==> src/rtl/alu_issue_stage_pkg.sv <==
// Shared ALU encodings: control codes driven into the ALU, alu_op classes and
// R-type funct values. Used by the issue stage and by the ALU itself.
package alu_issue_stage_pkg;

  typedef enum logic [2:0] {
    ALU_AND = 3'd0,
    ALU_OR  = 3'd1,
    ALU_ADD = 3'd2,
    ALU_SUB = 3'd6,
    ALU_SLT = 3'd7
  } alu_ctrl_e;

  typedef enum logic [1:0] {
    ALU_OP_ADD   = 2'b00,
    ALU_OP_SUB   = 2'b01,
    ALU_OP_RTYPE = 2'b10,
    ALU_OP_SLT   = 2'b11
  } alu_op_e;

  localparam logic [5:0] FUNCT_ADD = 6'b100000;
  localparam logic [5:0] FUNCT_SUB = 6'b100010;
  localparam logic [5:0] FUNCT_AND = 6'b100100;
  localparam logic [5:0] FUNCT_OR  = 6'b100101;
  localparam logic [5:0] FUNCT_SLT = 6'b101010;

  localparam int unsigned REG_ID_W = 5;

endpackage

==> src/rtl/alu_issue_stage_dec.sv <==
// Combinational alu_op/funct decode into an ALU control code; unknown R-type
// functions fall back to ADD and raise illegal.
module alu_ctrl_dec
  import alu_issue_stage_pkg::*;
(
  input  logic [1:0] alu_op,
  input  logic [5:0] funct,
  output logic [2:0] alu_ctrl,
  output logic       illegal
);

  always_comb begin
    alu_ctrl = ALU_ADD;
    illegal  = 1'b0;
    case (alu_op)
      ALU_OP_ADD: alu_ctrl = ALU_ADD;
      ALU_OP_SUB: alu_ctrl = ALU_SUB;
      ALU_OP_SLT: alu_ctrl = ALU_SLT;
      ALU_OP_RTYPE: begin
        case (funct)
          FUNCT_ADD: alu_ctrl = ALU_ADD;
          FUNCT_SUB: alu_ctrl = ALU_SUB;
          FUNCT_AND: alu_ctrl = ALU_AND;
          FUNCT_OR:  alu_ctrl = ALU_OR;
          FUNCT_SLT: alu_ctrl = ALU_SLT;
          default: begin
            alu_ctrl = ALU_ADD;
            illegal  = 1'b1;
          end
        endcase
      end
      default: alu_ctrl = ALU_ADD;
    endcase
  end

endmodule

==> src/rtl/alu_issue_stage.sv <==
// ID->EX issue register with registered ALU control decode and combinational
// MEM/WB operand forwarding onto the ALU inputs.
module alu_issue_stage
  import alu_issue_stage_pkg::*;
#(
  parameter int unsigned DATA_W = 32
) (
  input  logic                clk,
  input  logic                rst,
  input  logic                id_valid,
  output logic                id_ready,
  input  logic                stall,
  input  logic                flush,
  input  logic [1:0]          alu_op,
  input  logic [5:0]          funct,
  input  logic [DATA_W-1:0]   rs_data,
  input  logic [DATA_W-1:0]   rt_data,
  input  logic [DATA_W-1:0]   imm,
  input  logic                alu_src,
  input  logic [4:0]          rs_id,
  input  logic [4:0]          rt_id,
  input  logic                mem_reg_write,
  input  logic [4:0]          mem_rd,
  input  logic [DATA_W-1:0]   mem_result,
  input  logic                wb_reg_write,
  input  logic [4:0]          wb_rd,
  input  logic [DATA_W-1:0]   wb_result,
  output logic                ex_valid,
  output logic [DATA_W-1:0]   ALU_A,
  output logic [DATA_W-1:0]   ALU_B,
  output logic [2:0]          ALU_Control,
  output logic                ex_illegal
);

  logic [2:0]          dec_ctrl;
  logic                dec_illegal;
  logic                capture;

  logic [DATA_W-1:0]   rs_data_q;
  logic [DATA_W-1:0]   rt_data_q;
  logic [DATA_W-1:0]   imm_q;
  logic [REG_ID_W-1:0] rs_id_q;
  logic [REG_ID_W-1:0] rt_id_q;
  logic                alu_src_q;

  alu_ctrl_dec u_dec (
    .alu_op   (alu_op),
    .funct    (funct),
    .alu_ctrl (dec_ctrl),
    .illegal  (dec_illegal)
  );

  assign id_ready = !stall;
  assign capture  = id_valid && !stall && !flush;

  always_ff @(posedge clk or posedge rst) begin
    if (rst) begin
      ex_valid    <= 1'b0;
      ALU_Control <= ALU_ADD;
      ex_illegal  <= 1'b0;
      rs_data_q   <= '0;
      rt_data_q   <= '0;
      imm_q       <= '0;
      rs_id_q     <= '0;
      rt_id_q     <= '0;
      alu_src_q   <= 1'b0;
    end else if (capture) begin
      ex_valid    <= 1'b1;
      ALU_Control <= dec_ctrl;
      ex_illegal  <= dec_illegal;
      rs_data_q   <= rs_data;
      rt_data_q   <= rt_data;
      imm_q       <= imm;
      rs_id_q     <= rs_id;
      rt_id_q     <= rt_id;
      alu_src_q   <= alu_src;
    end else begin
      // Bubble: operand fields are left holding stale data since nothing consumes them.
      ex_valid    <= 1'b0;
      ALU_Control <= ALU_ADD;
      ex_illegal  <= 1'b0;
    end
  end

  function automatic logic [DATA_W-1:0] fwd(
    input logic [REG_ID_W-1:0] src_id,
    input logic [DATA_W-1:0]   reg_val,
    input logic                m_we,
    input logic [REG_ID_W-1:0] m_rd,
    input logic [DATA_W-1:0]   m_res,
    input logic                w_we,
    input logic [REG_ID_W-1:0] w_rd,
    input logic [DATA_W-1:0]   w_res
  );
    if (m_we && (m_rd == src_id) && (m_rd != '0))
      return m_res;
    else if (w_we && (w_rd == src_id) && (w_rd != '0))
      return w_res;
    else
      return reg_val;
  endfunction

  // MEM/WB are sampled live so a writeback landing during EX is still seen.
  always_comb begin
    ALU_A = fwd(rs_id_q, rs_data_q, mem_reg_write, mem_rd, mem_result,
                wb_reg_write, wb_rd, wb_result);
    ALU_B = fwd(rt_id_q, rt_data_q, mem_reg_write, mem_rd, mem_result,
                wb_reg_write, wb_rd, wb_result);
    if (alu_src_q)
      ALU_B = imm_q;
  end

endmodule

==> config.mk <==
export PLATFORM = sky130hd
export DESIGN_NAME = alu_issue_stage
export DESIGN_NICKNAME = d
export VERILOG_FILES = /design/src/rtl/alu_issue_stage_pkg.sv /design/src/rtl/alu_issue_stage_dec.sv /design/src/rtl/alu_issue_stage.sv
export SDC_FILE = /design/constraint.sdc
export NUM_CORES = 1
export LEC_CHECK = 0
export CAP_MARGIN = 0
export CORE_MARGIN = 2
export CORE_UTILIZATION = 47
export DETAILED_ROUTE_END_ITERATION = 6
export PLACE_DENSITY_LB_ADDON = 0.08
export SLEW_MARGIN = 20
export SYNTH_ARGS = -nofsm -noshare
export SYNTH_HDL_FRONTEND = slang
export SYNTH_HIERARCHICAL = 1
export SYNTH_SLANG_ARGS = --single-unit
==> constraint.sdc <==
create_clock -name clk -period 5.95 [get_ports clk]
set_input_delay 0.595 -clock clk [delete_from_list [all_inputs] [get_ports clk]]
set_output_delay 0.595 -clock clk [all_outputs]
set_load 0.01 [all_outputs]
### Yosys cells after proc, flatten, opt, wreduce, memory -nomap -nowiden

Index checks and enable logic that the tools add are counted.

| operators by class | value |
|---|---|
| $add $sub $neg | 0 |
| multipliers | 0 |
| divide/modulo/power cells | 0 |
| magnitude comparators | 0 |
| eq/ne operators | 12 |
| shift-type cells | 0 |
| mux-type cells | 12 |
| bitwise gates (word level) | 0 |
| reductions and logical operators | 16 |

Operators by type and width:

| kind | number |
|---|---|
| two-way mux 32 bit | 5 |
| == test 6 bit, second input constant | 5 |
| one-hot mux 3 bit (4 select lines) | 2 |
| == test 5 bit | 4 |
| logical AND 1 bit | 10 |
| nonzero test 5 bit | 2 |
| OR reduction 5 bit | 1 |
| == test 2 bit, second input constant | 2 |
| two-way mux 1 bit | 4 |
| two-way mux 3 bit | 1 |
| == test 2 x 1 -> 1 bit, second input constant | 1 |
| logical NOT 1 bit | 2 |
| logical NOT 2 bit | 1 |

| word-level totals | value |
|---|---|
| register bits | 112 |
| latch bits | 0 |
| memory bits (writable) | 0 |
| memory bits (read-only) | 0 |
| input port bits | 196 |
| output and inout bits | 70 |
| logic and storage cells | 49 |
| memories kept | 0 |

### Longest topological paths before layout

Gate-level depths: netlist (run 1).

| logic depth | value |
|---|---|
| word-level depth | 6 |
| mapped depth | 8 |

### By module

The synthesis (run 1) kept the hierarchy.

Modules (own cells, without submodules):

| module | times used | cells an instance | area an instance (um^2) | seq. area each (um^2) |
|---|---|---|---|---|
| alu_issue_stage | 1 | 568 | 6,137.1 | 2,803.9 |
| alu_ctrl_dec | 1 | 14 | 100.1 | 0.0 |

### Worst setup path after synthesis (run 1)

No wires, ideal clock.

| timing | value |
|---|---|
| kind | input-to-output |
| from | input port wb_rd[0] |
| to | output port ALU_A[10] |
| arrival | 2,150 ps |
| data required time | 5,355 ps |
| setup slack | 3,205 ps |
| cell stages on the path | 8 |
| path through | or4_1 o21a_1 buf_6 and4_4 buf_6 buf_6 mux2i_1 a21oi_1 |

| on the way | value |
|---|---|
| longest elaborated chain between the ends | 5 |
| elaborated cells on any way between the ends | 6 |
| those cells by class | eq/ne: 1; mux: 2; reduce/logical: 3 |

RTL lines:

| what | line | RTL |
|---|---|---|
| from (decl) | alu_issue_stage.sv:26 | `input logic [4:0] wb_rd,` |
| == test 5 bit | alu_issue_stage.sv:97 | `else if (w_we && (w_rd == src_id) && (w_rd != '0))` |
| logical AND 1 bit | alu_issue_stage.sv:97 |  |
| logical AND 1 bit (*) | alu_issue_stage.sv:97 |  |
| two-way mux 32 bit (*) | alu_issue_stage.sv:97 |  |
| two-way mux 32 bit (*) | alu_issue_stage.sv:95 | `if (m_we && (m_rd == src_id) && (m_rd != '0))` |
| to (decl) | alu_issue_stage.sv:29 | `output logic [DATA_W-1:0] ALU_A,` |

Mark *: on every way between the ends. The rest lies on a longest branch, timed or not.

### Worst setup path after layout (run 1)

| timing | value |
|---|---|
| from | input port wb_rd[0] |
| to | output port ALU_B[31] |

| on the way | value |
|---|---|
| longest elaborated chain between the ends | 6 |
| elaborated cells on any way between the ends | 7 |
| those cells by class | eq/ne: 1; mux: 3; reduce/logical: 3 |

RTL lines:

| what | line | RTL |
|---|---|---|
| == test 5 bit | alu_issue_stage.sv:97 |  |
| logical AND 1 bit | alu_issue_stage.sv:97 |  |
| logical AND 1 bit (*) | alu_issue_stage.sv:97 |  |
| two-way mux 32 bit (*) | alu_issue_stage.sv:97 |  |
| two-way mux 32 bit (*) | alu_issue_stage.sv:95 |  |
| two-way mux 32 bit (*) | alu_issue_stage.sv:109 | `if (alu_src_q)` |
| to (decl) | alu_issue_stage.sv:30 | `output logic [DATA_W-1:0] ALU_B,` |

Marks and branches as above.

==> metrics.txt, run 1 <==
adder-cell share of the synthesized area=0; Async SR Flop Fraction=1.00; n_diodes=0; Worst-Skew Late Latency=350 ps; htree depth=3; Final Max Slew Viols=0; proportion of synthesized area in mux cells=0.246; M1 GR Usage=0.328; hold path start=rs_data_q[13]; Final Util=0.707; commonest non-fill, non-tap cells in the layout=clkdlybuf4s50_1, dfrtp_1, mux2_2, nor2_1, nand2_1; flop-to-flop setup slack=4730 ps; # port buffers=approximately 270; final hold slack=509 ps; Cell variety after synth=36; reg-to-reg endpoint=alu_src_q; largest family of logic cells by synthesized area=multiplexers; clk slew on worst S/H paths=around 70 ps; Synth Warn #=6; worst ir drop on vdd=140 uV; vias in the first global route=5728; worst flop-to-flop path startpoint=alu_src_q; Gate Count Post-Synth=582; top-level I/O count=266; hold worst-path end=rs_data_q[13]; largest cells by area after synthesis=dfrtp_1, mux2_2, mux2i_1; clk sinks=112; gr ovfl total=0; Largest stage delay, worst path=630 ps; setup TNS=0 ps; Via Count=about 5600; Synth Area in Compound Gates=0.116; Crit path top cell by count=clkdlybuf4s50_1; main flop type after synthesis=dfrtp_1; Root Buffer=clkbuf_16; met3 GRT Util=0.0647; Synth top area share=0.445; maximum fanout along the worst path=34; clk_skew=0 ps; largest net degree at the start of global routing=66; Req. time, crit path=5360 ps; class of the worst hold path=reg -> reg; number of hold buffers added after cts=0; GRT Max-Usage Layer=met2; first-pass GRT wire length=30000 um; RePlAce Congestion=0.904; GRT Total Usage=0.271; Avg WL per Cell=19.1 um; DRT Pass-1 Iters=5; RSZ-0062 raised after global routing=false; Syn Area/Cell=between 10 and 15 um^2; Worst setup EP type=primary output; row cnt=42; Final nets=1012; Synth area leader=dfrtp_1; Arr. time, crit path=3760 ps; FF/Latch Area=0.00281 mm^2; footprint of the multi-input gates=0.00319 mm^2; initial antenna violation count=0; layout cells sized above 1=0.172; final wirelength=19100 um; chip height=119 um; # DRC=0; Setup violations, final=0; Tcrit/Tclk final=0.732; Post-Synth XOR/XNOR Area=0.0281; met2 Use GR=0.464; Post-synth EDFFs=0; Worst Hold Path Cells=1; Max Freq=about 0.23 GHz; Simple-Gate Fraction of Synth Area=0.119; slew at the pin with the worst max-slew slack=around 800 ps; CP Cell Sequence=clkdlybuf4s50_1 > or4_1 > o21a_1 > buf_4 > nand3_2 > a221oi_1 > o31ai_1 > clkdlybuf4s50_1; commonest non-fill, non-tap cell in the layout=clkdlybuf4s50_1; Num CTS Buffers=9; Die Area=around 0.014 mm^2; drt initial violations=362; cts repair resizes=0; Die X=119 um; CTS tree=yes; Max-slew headroom=0.469; Final Hold Vio Count=0; Starting Density=0.477; worst r2r path cells=1; Post CTS Setup Buffer Count=0; run status=completed; Post-DRT Antenna Nets=0; sequential share of the synthesized area=0.450; Crit-path slowest cell=clkdlybuf4s50_1; crit path kind=in -> out; Worst Setup Start Kind=input pin; area growth from synthesis to layout=48.2%; Cell Pwr Density=272 mW/mm^2; Clock Path Buffers=2; CP bufs+invs=3; fillers=990; syn nets=778; max-cap violations=0; number of synthesized register bits=112; delay-heaviest family, CP=buffers and inverters; synthesized area=about 0.0062 mm^2; Core ar.=0.0131 mm^2; dpl hpwl=13400 um; Vias/cell=5.57; LEAKAGE=3.75 nW; Final min period=4360 ps
==> per-stage QoR <==
stage	power, W	instances	worst slack, ps	area, um^2
after detailed placement	0.00191	981	1600	8940
after CTS	0.00253	997	1580	9240
after global routing	0.00265	997	1440	9250
after global placement	0.00189	981	1620	8940
final	0.00252	997	1590	9250
after floorplan	0.00143	582	2400	6240
==> registers in the layout, summed over array words and instances (netlist names) <==
name         count
ex_illegal       1
rs_data_q       32
ALU_Control      3
imm_q           32
rt_data_q       32
rt_id_q          5
rs_id_q          5
ex_valid         1
alu_src_q        1
==> synth_stat cells (5+ instances only) <==
| library cell | number |
|---|---|
| xnor2_1 | 10 |
| and3_1 | 32 |
| mux2_2 | 107 |
| mux2i_1 | 33 |
| buf_2 | 12 |
| clkbuf_1 | 30 |
| buf_6 | 5 |
| o31ai_1 | 32 |
| nor2_1 | 66 |
| nand2_1 | 35 |
| a21oi_1 | 33 |
| a221oi_1 | 32 |
| dfrtp_1 | 111 |
| xor2_1 | 10 |
==> final cells by class <==
class                   instances  share of cell area
clock buffers                  13              0.0281
clock inverters                 3             0.00433
inverters                       3             0.00149
multi-input cells             417               0.345
flip-flops and latches        112               0.304
well taps                     176              0.0238
repair buffers                273               0.293
==> worst max path at each step <==
stage                         from             end  slack (ps)  depth (start not counted)
after global placement    wb_rd[0]       ALU_B[10]        1620                          8
final                     wb_rd[0]       ALU_B[31]        1590                          8
after floorplan                rst  ALU_Control[0]        2400                          1
after CTS                 wb_rd[0]       ALU_B[31]        1580                          8
after global routing      wb_rd[0]       ALU_B[13]        1440                          8
after detailed placement  wb_rd[0]       ALU_B[31]        1600                          8
==> kinds of logic after synthesis <==
group | after synthesis
AO/OA/AOI/OAI | 102
flip-flops | 112
XOR/XNOR | 20
multiplexers | 140
AND/OR/NAND/NOR | 155
buffers and inverters | 53
==> power by group <==
| part | total [W] | switching, W | internal (W) | leakage [nW] |
|---|---|---|---|---|
| Combinational | 0.000892 | 0.000350 | 0.000541 | 2.27 |
| Clock | 0.000620 | 0.000271 | 0.000349 | 0.150 |
| Sequential | 0.00101 | 0.000107 | 0.000900 | 1.33 |
| Total | 0.00252 | 0.000728 | 0.00179 | 3.75 |
==> metal layers <==
| layer | share of wire | routed length [um] | vias to the layer above |
|---|---|---|---|
| met2 | 0.50 | 9520 | 210 |
| met3 | 0.071 | 1360 | 35 |
| met1 | 0.40 | 7610 | 2715 |
| li1 | - | - | 2596 |
| met4 | 0.030 | 581 | 0 |
| met5 | 0 | 0 | - |
(Power assumes the default switching activity.)
==> run 2: changes to the inputs <==
--- a/config.mk
+++ b/config.mk
@@ -7,7 +7,7 @@
 export LEC_CHECK = 0
 export CAP_MARGIN = 0
 export CORE_MARGIN = 2
-export CORE_UTILIZATION = 47
+export CORE_UTILIZATION = 43
 export DETAILED_ROUTE_END_ITERATION = 6
 export PLACE_DENSITY_LB_ADDON = 0.08
 export SLEW_MARGIN = 20
==> constraint.sdc (replaced) <==
create_clock -name clk -period 4.1 [get_ports clk]
set_input_delay 0.41 -clock clk [delete_from_list [all_inputs] [get_ports clk]]
set_output_delay 0.41 -clock clk [all_outputs]
set_load 0.01 [all_outputs]
==> run 2 against run 1 <==
  * Power grew 41%
  * Non-clock buffer count grew 2
  * Final cell count grew 0.90%
==> metrics.txt, run 2 (synthesis gave the netlist of run 1 again) <==
run status=completed; Vias/cell=5.48 (-1.6%); GRT Total Usage=0.249 (-0.0214); Max Freq=0.272 GHz; CP Cell Sequence=clkdlybuf4s50_1 > or4_1 > o21a_1 > buf_4 > and4_4 > mux2i_1 > a21oi_1 > clkdlybuf4s50_1; Worst Setup Start Kind=input pin; Worst-Skew Late Latency=350 ps (about the same); Tcrit/Tclk final=0.896; FF/Latch Area=0.00281 mm^2 (unchanged); Top Registers=imm_q: 32 flops, rs_data_q: 32 flops, rt_data_q: 32 flops; LEAKAGE=3.74 nW (about the same); switching pwr=0.00103 W (+41%); top-level I/O count=266 (unchanged); area growth from synthesis to layout=48.5%; max-cap violations=0 (unchanged); commonest non-fill, non-tap cells in the layout=clkdlybuf4s50_1, dfrtp_1, mux2_2, nor2_1, nand2_1; Clock Path Buffers=2 (unchanged); chip height=124 um (+4.4%); Via Count=5516 (-0.72%); htree depth=3 (unchanged); # port buffers=265 (unchanged); vias in the first global route=5944 (+3.8%); crit path kind=in -> out; class of the worst hold path=reg -> reg; Crit path top cell by count=clkdlybuf4s50_1; Req. time, crit path=3690 ps (-1670 ps); Root Buffer=clkbuf_16; RePlAce Congestion=0.873 (-3.5%); Cell Pwr Density=385 mW/mm^2 (+41%); Reg power frac=0.411 (+0.011); dpl hpwl=13700 um (+1.8%); cts repair resizes=0 (unchanged); maximum fanout along the worst path=33 (-2.9%); Core ar.=0.0144 mm^2 (+9.8%); Crit-path slowest cell=and4_4; Worst setup EP type=primary output; Final min period=3670 ps; Die X=124 um (+4.4%); P_int=0.00253 W (+42%); Final Max Slew Viols=0 (unchanged); final wirelength=19200 um (+0.46%); Post CTS Setup Buffer Count=0 (unchanged); first-pass GRT wire length=31000 um (+3.2%); CTS tree=yes; layout cells sized above 1=0.172 (unchanged); clock power share=0.228 (-0.018); fillers=1140 (+15%); Comb pwr share=0.361 (+0.007); Die Area=0.0155 mm^2 (+9.0%); Final nets=1014 (+0.20%); clk slew on worst S/H paths=60 ps (about the same); largest net degree at the start of global routing=113 (+71%); Setup violations, final=0 (unchanged); Avg WL per Cell=19.1 um (-0.44%); Post-DRT Antenna Nets=0 (unchanged); worst slack, placed=401 ps (-1200 ps); Starting Density=0.434 (-0.0426); Final Worst Setup Slack=427 ps (-1170 ps); DRT Pass-1 Iters=4 (-1); initial antenna violation count=1 (+1); slew at the pin with the worst max-slew slack=750 ps (-47.1 ps); worst ir drop on vdd=302 uV (+120%); gr ovfl total=0 (unchanged); Switching Fraction=0.289 (about the same); # DRC=0 (unchanged); clk_skew=0 ps (unchanged); setup TNS=0 ps (unchanged); RSZ-0062 raised after global routing=false; commonest non-fill, non-tap cell in the layout=clkdlybuf4s50_1; number of hold buffers added after cts=0 (unchanged); drt initial violations=346 (-4.4%); Num CTS Buffers=9 (unchanged); row cnt=44 (+4.8%); Largest stage delay, worst path=730 ps (+100 ps); Max-slew headroom=0.500 (+0.0314); clk sinks=112 (unchanged); footprint of the multi-input gates=0.00319 mm^2 (about the same); Final Hold Vio Count=0 (unchanged); Arr. time, crit path=3260 ps (-500 ps)
==> run 2: cell types whose count changed in the layout (fill, tap and decap cells not counted) <==
cell,change
clkinv_2,-1
or4_2,+1
or4_4,-1
diode_2,+1
bufinv_16,-1
buf_12,+2
==> run 2: worst paths after layout <==
path	cells after the start	end	start	slack, ps
min reg2reg	1	rs_data_q[19]	rs_data_q[19]	510
max in group asynchronous	3	ALU_Control[1]	rst	2640
min	1	rs_data_q[19]	rs_data_q[19]	510
max reg2reg	1	alu_src_q	alu_src_q	2870
max	8	ALU_A[16]	wb_rd[0]	430
min in group asynchronous	2	imm_q[2]	rst	560
==> run 2: stage by stage <==
| stage | hold WS (ps) | instances | total power, W | cell area, um^2 | util |
|---|---|---|---|---|---|
| after detailed placement | 494 | 991 | 0.00277 | 8990 | 0.626 |
| after global routing | 520 | 1006 | 0.00376 | 9260 | 0.645 |
| after floorplan | 480 | 582 | 0.00208 | 6240 | - |
| final | 507 | 1006 | 0.00356 | 9260 | 0.645 |
| after global placement | 488 | 991 | 0.00274 | 8990 | 0.626 |
| after CTS | 509 | 1005 | 0.00360 | 9260 | 0.644 |
==> run 2: critical path: cells and delay by family <==
family,cells,cell delay [ps]
AO/OA/AOI/OAI,2,330
AND/OR/NAND/NOR,2,870
buffers and inverters,3,1470
multiplexers,1,160
==> run 2: power by group through the flow <==
stage               logic, W  clock network [W]  registers (W)
CTS                  0.00130           0.000838        0.00146
global placement     0.00127                  0        0.00147
global route         0.00139           0.000879        0.00149
finish               0.00129           0.000814        0.00146
detailed placement   0.00129                  0        0.00148
floorplan           0.000673                  0        0.00141
==> run 2: cell type report <==
class,instances,area share
inverter,3,0.00149
tap,184,0.0249
multi-input combinational,417,0.344
clock buffer,13,0.0281
clock inverter,1,0.000540
antenna,1,0.000270
sequential,112,0.303
timing repair buffer,275,0.297
==> run 2: metal layers <==
metal  GRT usage  vias to the layer above  wire, um  share of wire
met3      0.0700                       23      1300          0.068
met1       0.300                     2710      7880           0.41
met4      0.0886                        0       389          0.020
met2       0.427                      200      9590           0.50
met5           0                        -         0              0
li1            -                     2583         -              -
